<file path="src/rtl/evm_ballot_unit.sv">
// Voter-facing ballot unit. It is armed once per voter, accepts one debounced
// single-button press, and presents the candidate code on vote for exactly
// one clock. At all other times vote carries IDLE_CODE so the tally counter
// never counts by accident.
module evm_ballot_unit #(
  parameter int          NUM_CAND        = 10,
  parameter int          DEBOUNCE_CYCLES = 4,
  parameter int          TIMEOUT_CYCLES  = 1000,
  parameter logic [3:0]  IDLE_CODE       = 4'hF
) (
  input  logic                clk,
  input  logic                reset,
  input  logic                ballot_enable,
  input  logic [NUM_CAND-1:0] buttons,
  output logic [3:0]          vote,
  output logic                vote_valid,
  output logic                ready_lamp,
  output logic                busy_lamp,
  output logic                timeout,
  output logic [15:0]         voters_count
);

  localparam int DW = (DEBOUNCE_CYCLES < 1) ? 1 : $clog2(DEBOUNCE_CYCLES + 1);
  localparam int TW = $clog2(TIMEOUT_CYCLES + 1);

  typedef enum logic [2:0] {IDLE, ARMED, DEBOUNCE, CAST, RELEASE} state_t;

  state_t        state, state_n;
  logic [DW-1:0] dcnt, dcnt_n;
  logic [TW-1:0] timer, timer_n;
  logic [3:0]    sel, sel_n;
  logic          cast_n, timeout_n;
  logic          onehot;
  logic [3:0]    idx;

  // Index of the highest set button; only meaningful when exactly one is set.
  function automatic logic [3:0] button_index(input logic [NUM_CAND-1:0] b);
    logic [3:0] r;
    r = 4'd0;
    for (int i = 0; i < NUM_CAND; i++) begin
      if (b[i]) r = 4'(i);
    end
    return r;
  endfunction

  assign onehot = (buttons != '0) && ((buttons & (buttons - 1'b1)) == '0);
  assign idx    = button_index(buttons);

  // Lamps are a pure decode of the registered state.
  assign ready_lamp = (state == ARMED) || (state == DEBOUNCE);
  assign busy_lamp  = (state == CAST) || (state == RELEASE);

  // State and ballot bookkeeping registers.
  always_ff @(posedge clk or posedge reset) begin
    if (reset) begin
      state <= IDLE;
      dcnt  <= '0;
      timer <= '0;
      sel   <= '0;
    end else begin
      state <= state_n;
      dcnt  <= dcnt_n;
      timer <= timer_n;
      sel   <= sel_n;
    end
  end

  // Next-state logic; a completed debounce takes priority over expiry.
  always_comb begin
    state_n   = state;
    dcnt_n    = dcnt;
    timer_n   = timer;
    sel_n     = sel;
    cast_n    = 1'b0;
    timeout_n = 1'b0;
    case (state)
      IDLE: begin
        if (ballot_enable) begin
          state_n = ARMED;
          timer_n = '0;
          dcnt_n  = '0;
        end
      end
      ARMED: begin
        timer_n = timer + 1'b1;
        if (onehot) begin
          sel_n = idx;
          if (DEBOUNCE_CYCLES == 1) begin
            state_n = CAST;
            cast_n  = 1'b1;
          end else begin
            state_n = DEBOUNCE;
            dcnt_n  = DW'(1);
          end
        end
        if (!cast_n && timer == TW'(TIMEOUT_CYCLES - 1)) begin
          state_n   = IDLE;
          dcnt_n    = '0;
          timeout_n = 1'b1;
        end
      end
      DEBOUNCE: begin
        timer_n = timer + 1'b1;
        if (onehot && idx == sel) begin
          if ((dcnt + 1'b1) == DW'(DEBOUNCE_CYCLES)) begin
            state_n = CAST;
            cast_n  = 1'b1;
          end else begin
            dcnt_n = dcnt + 1'b1;
          end
        end else begin
          state_n = ARMED;
          dcnt_n  = '0;
        end
        if (!cast_n && timer == TW'(TIMEOUT_CYCLES - 1)) begin
          state_n   = IDLE;
          dcnt_n    = '0;
          timeout_n = 1'b1;
        end
      end
      CAST: begin
        state_n = RELEASE;
        dcnt_n  = '0;
      end
      RELEASE: begin
        if (buttons == '0) state_n = IDLE;
      end
      default: state_n = IDLE;
    endcase
  end

  // Registered outputs; vote and count update on the edge that enters CAST.
  always_ff @(posedge clk or posedge reset) begin
    if (reset) begin
      vote         <= IDLE_CODE;
      vote_valid   <= 1'b0;
      timeout      <= 1'b0;
      voters_count <= '0;
    end else begin
      vote       <= cast_n ? sel_n : IDLE_CODE;
      vote_valid <= cast_n;
      timeout    <= timeout_n;
      if (cast_n && voters_count != 16'hFFFF) voters_count <= voters_count + 16'd1;
    end
  end

endmodule
</file>
<file path="config.mk">
export PLATFORM = sky130hd
export DESIGN_NAME = evm_ballot_unit
export DESIGN_NICKNAME = d
export VERILOG_FILES = /design/src/rtl/evm_ballot_unit.sv
export SDC_FILE = /design/constraint.sdc
export NUM_CORES = 1
export LEC_CHECK = 0
export BUFFER_PORTS_ARGS = -buffer_cell sky130_fd_sc_hd__buf_4
export CAP_MARGIN = 20
export CORE_ASPECT_RATIO = 1.1
export CORE_MARGIN = 1.5
export CORE_UTILIZATION = 33
export DETAILED_ROUTE_END_ITERATION = 10
export MAX_ROUTING_LAYER = met4
export PLACE_DENSITY = 0.63
export SETUP_SLACK_MARGIN = 0.15
export SYNTH_ARGS = -nofsm -noshare
export SYNTH_HDL_FRONTEND = slang
export SYNTH_SLANG_ARGS = --single-unit
</file>
<file path="constraint.sdc">
create_clock -name clk -period 1.9 [get_ports clk]
set_input_delay 0.19 -clock clk [delete_from_list [all_inputs] [get_ports clk]]
set_output_delay 0.19 -clock clk [all_outputs]
set_load 0.01 [all_outputs]
</file>
# Word-level counts from Yosys, hierarchy flattened
# Index checks and enable logic that the tools add are counted.
# classes
add_sub_neg,4
mux,36
n_eq_ne,13
reduce_logical,17
n_bitwise,1
# ops
op,n
$mux 4,10
$mux 3,13
$logic_not 10->1,2
$pmux 10 s2,1
$add 16x1->16 const B,1
$ne 16x16->1 const B,1
$pmux 3 s5,1
$pmux 3 s4,1
$add 10x1->10 const B,1
$and 10x10->10,1
$eq 10x10->1 const B,1
$mux 10,1
$reduce_bool 10->1,1
$sub 10x1->10 const B,1
$reduce_and 4->1,2
$mux 1,7
$eq 3x2->1 const B,2
$eq 3x3->1 const B,2
$eq 4x4->1,1
$logic_and 1x1->1,4
$ne 4x2->1 const B,1
$ne 4x3->1 const B,1
$reduce_bool 4->1,1
$add 3x1->3 const B,1
12 further kinds,13
# word_totals
reg_bits,42
wordCells,79
out_inout_bits,24

# Longest topological paths before layout
# logic_depth
word_depth,17
mapped_depth,10
ltp_nobuf,8

# Least setup slack after synthesis
# Ideal clock, no wire load.
# synth_path
kind,in2reg
from,input buttons[0]
to,register vote[2]
setup_slack_ns,-0.436
cell_stages,6
setup_time_ns,0.094
arrival_ns,2.242
cell_sequence,or4_4 a2111oi_4 nor3_2 nor3_4 mux2_2 or4_1
# synth_rtl
item,line,rtl
"start, declared",14,"input logic [NUM_CAND-1:0] buttons,"
$sub 10x1->10,46,assign onehot = (buttons != '0) && ((buttons & (buttons - 1'b1)) == '0);
$and 10x10->10,46,
$logic_not 10->1,46,
$logic_and 1x1->1 *,46,
$mux 4 *,86,if (onehot) begin
$mux 4 *,76,case (state)
net sel_n[2],31,"logic [3:0] sel, sel_n;"
$mux 4 *,140,vote <= cast_n ? sel_n : IDLE_CODE;
"end signal, assigned",140,
"end, declared",15,"output logic [3:0] vote,"
# The timed path passes the listed nets; every way through them passes the cells marked *. The select of a mux whose other input is x is not followed.
# A chain may end at the register's enable or synchronous reset.

# Final worst setup path
# Same ends and word-level chain as after synthesis.

==> flow_summary.yaml <==
outcome:
  outcome: "finished with violations"
  violations: "negative setup slack"
final_layout:
  layout.nets: 353
  final_common_cell: "buf_4"
  num_antenna_cells: 0
  drive_above_1_share_pct: 47.2
  mostFrequentLayoutCells: "83 x buf_4, 38 x dfrtp_1, 19 x nor2_1, 13 x xnor2_1"
  area_growth_pct: 52.2
  fin_util_pct: 51.7
floorplan:
  dieWidth_um: 83.7
  die_area_um2: 7690
  die_h_um: 91.8
  ios: 37
  coreArea_um2: 6970
  initial_core_util_pct: 34.0
  num_rows: 32
cts:
  root_buffer: "clkbuf_8"
  cts_max_level: 2
  clock_path_buffers: 2
  ctsHoldBuffers: 0
  clk_pin_slew_worst_paths_ps: 80
  clock-sinks: 42
  clk_latency_ps: 300
  tritoncts: "done"
  numCtsBuffers: 5
hold_path:
  min_path_type: "in -> async"
yosys:
  synth-warning-count: 0
  avgSynthCellArea_um2: 9.94
  synthFlopType: "dfrtp_1"
  synth_cell_type_count: 53
  synth_fp_nets: 255
  synth-edff-count: 0
  synth_seq_cells: 42
  seq_area_frac_synth_pct: 44.6
  synth_area_um2: 2370
  synthCells: 238
  async_flop_share_pct: 100
timing:
  fmax_ghz: 0.479
  hold_viol_final: 0
  period_share_pct: 110
  setup_viol_count_final: 21
  worst_pin_slew_ps: 532
  whs_ps: 17.8
  fin_ws_ps: -189
  rsz0062_at_grt: "yes"
  slew_headroom_pct: 64.5
  worst_clock_skew_ps: 7.57
  slew_violations: 0
  timing.final.crit_period_ps: 2090
drt:
  firstDrtPassIters: 4
  ant_nets: 0
  drtIter0Drc: 71
  vias_per_cell: 5.06
  wl_per_cell_um: 13.2
  wl_um: 5580
  num_vias: 2134
  drc: 0
critical_path:
  cp-end-kind: "register"
  path_buf_inv: 1
  critPathRequiredTime_ps: 2120
  worstPathMaxFanout: 4
  path_cells: "buf_6 > or4_4 > a2111oi_4 > nor3_4 > nor3_4 > mux2_2 > or4_1"
  crit_type: "in -> reg"
  crit_top_cell: "nor3_4"
  critPathTopFamily: "simple AND/OR/NAND/NOR gates"
  worst_path_max_delay_cell: "or4_4"
  start_kind: "input port"
  cpPeakStageDelay_ps: 580
  cp.arrival_ps: 2310
power_and_ir_drop:
  leakagePower_nw: 1.62
  peakVddDrop_mv: 0.696
  power.total_mw: 2.88
  p_per_area_nw_per_um2: 801
place:
  gp_congestion: 0.775
  io_buffers: 36
  dp_hpwl_um: 3810
grt:
  grt-busiest-layer: "met2"
  track_usage_pct: 15.8
  overflow: 0
  grt_pass1_vias: 2168
  grt_util_met3_pct: 2.88
  use_met2_pct: 25.9
  grt_pass1_wl_um: 9800
  antenna_found_initial: 0
  grt_max_degree: 43
  grt_use_met1_pct: 20.0
run:
  maxCapViolations: 0
-- layer usage --
layer	routed length, µm	up-vias
li1	-	1062
met1	2510	1038
met2	2850	27
met3	155	7
met4	62	0
met5	0	-
-- metrics by stage --
step / setup TNS [ps] / setup WS, ps / instances / cell area, µm²
final: -1450 / -189 / 422 / 3600
after global routing: -3450 / -272 / 422 / 3600
after CTS: -1960 / -190 / 418 / 3460
after detailed placement: -10430 / -549 / 401 / 3170
after global placement: -10060 / -499 / 401 / 3170
after floorplan: -4890 / -338 / 238 / 2450
-- where the power goes --
group	internal (mW)	switching, mW	leakage [nW]	total (mW)
combinational	0.597	0.646	1.01	1.24
clock	0.260	0.320	0.0452	0.580
sequential	0.994	0.0660	0.557	1.06
-- registers in the layout, indices dropped and copies added (netlist names) --
register / flops
dcnt: 3
sel: 4
state: 3
timeout: 1
timer: 10
vote: 4
vote_valid: 1
voters_count: 16
-- layout make-up --
class	count	area, µm²
Multi-Input combinational cell	182	1490
Inverter	7	26.3
Clock buffer	6	72.6
Clock inverter	2	13.8
Fill cell	638	3370
Tap cell	85	106
Sequential cell	42	1060
Timing Repair Buffer	98	835
-- synth_stat cells, drive strengths merged, types with 7 or more instances --
| cell | n | area share (%) |
|---|---|---|
| a21oi | 8 | 1.7 |
| and3 | 9 | 2.4 |
| dfrtp | 38 | 40 |
| inv | 7 | 1.1 |
| nand2 | 13 | 2.2 |
| nand3 | 15 | 3.2 |
| nand4 | 11 | 2.9 |
| nor2 | 23 | 4.0 |
| nor3 | 8 | 2.4 |
| o21ai | 8 | 1.7 |
| or4 | 8 | 2.7 |
| xnor2 | 16 | 5.9 |
| xor2 | 9 | 3.3 |
-- logic make-up after synthesis --
kind of cell               count (synthesis)  share of synthesized area (%)
adders and majority gates                  5                           2.54
AOI/OAI and AO/OA                         34                           10.9
xor gates and xnor gates                  25                           9.25
DFF                                       42                           44.6
buffers and inverters                     14                           3.01
and+or+nand+nor                          114                           27.6
muxes                                      4                           2.06
-- worst paths after layout --
| check | depth (start not counted) | from | slack (ps) | end |
|---|---|---|---|---|
| max | 7 | buttons[0] | -190 | vote[2] |
| max reg2reg | 7 | state[0] | 10 | voters_count[1] |
| min | 3 | reset | 20 | voters_count[7] |
| min reg2reg | 1 | voters_count[6] | 490 | voters_count[6] |
| max in group asynchronous | 3 | reset | 1510 | timer[0] |
| min in group clk | 6 | buttons[8] | 390 | sel[0] |
-- repair_timing --
item / CTS / global route
gates resized for setup: 27 / 23
cloned: 1 / 0
pin swaps: 27 / 18
buffers inserted: 8 / 4
endpoints found under the setup margin: 26 / 33
-- tightest hold or removal path, delay by kind of cell --
family / cells / cell delay, ps
buf+inv: 3 / 580
No activity file was read; power rests on OpenSTA's default activity.
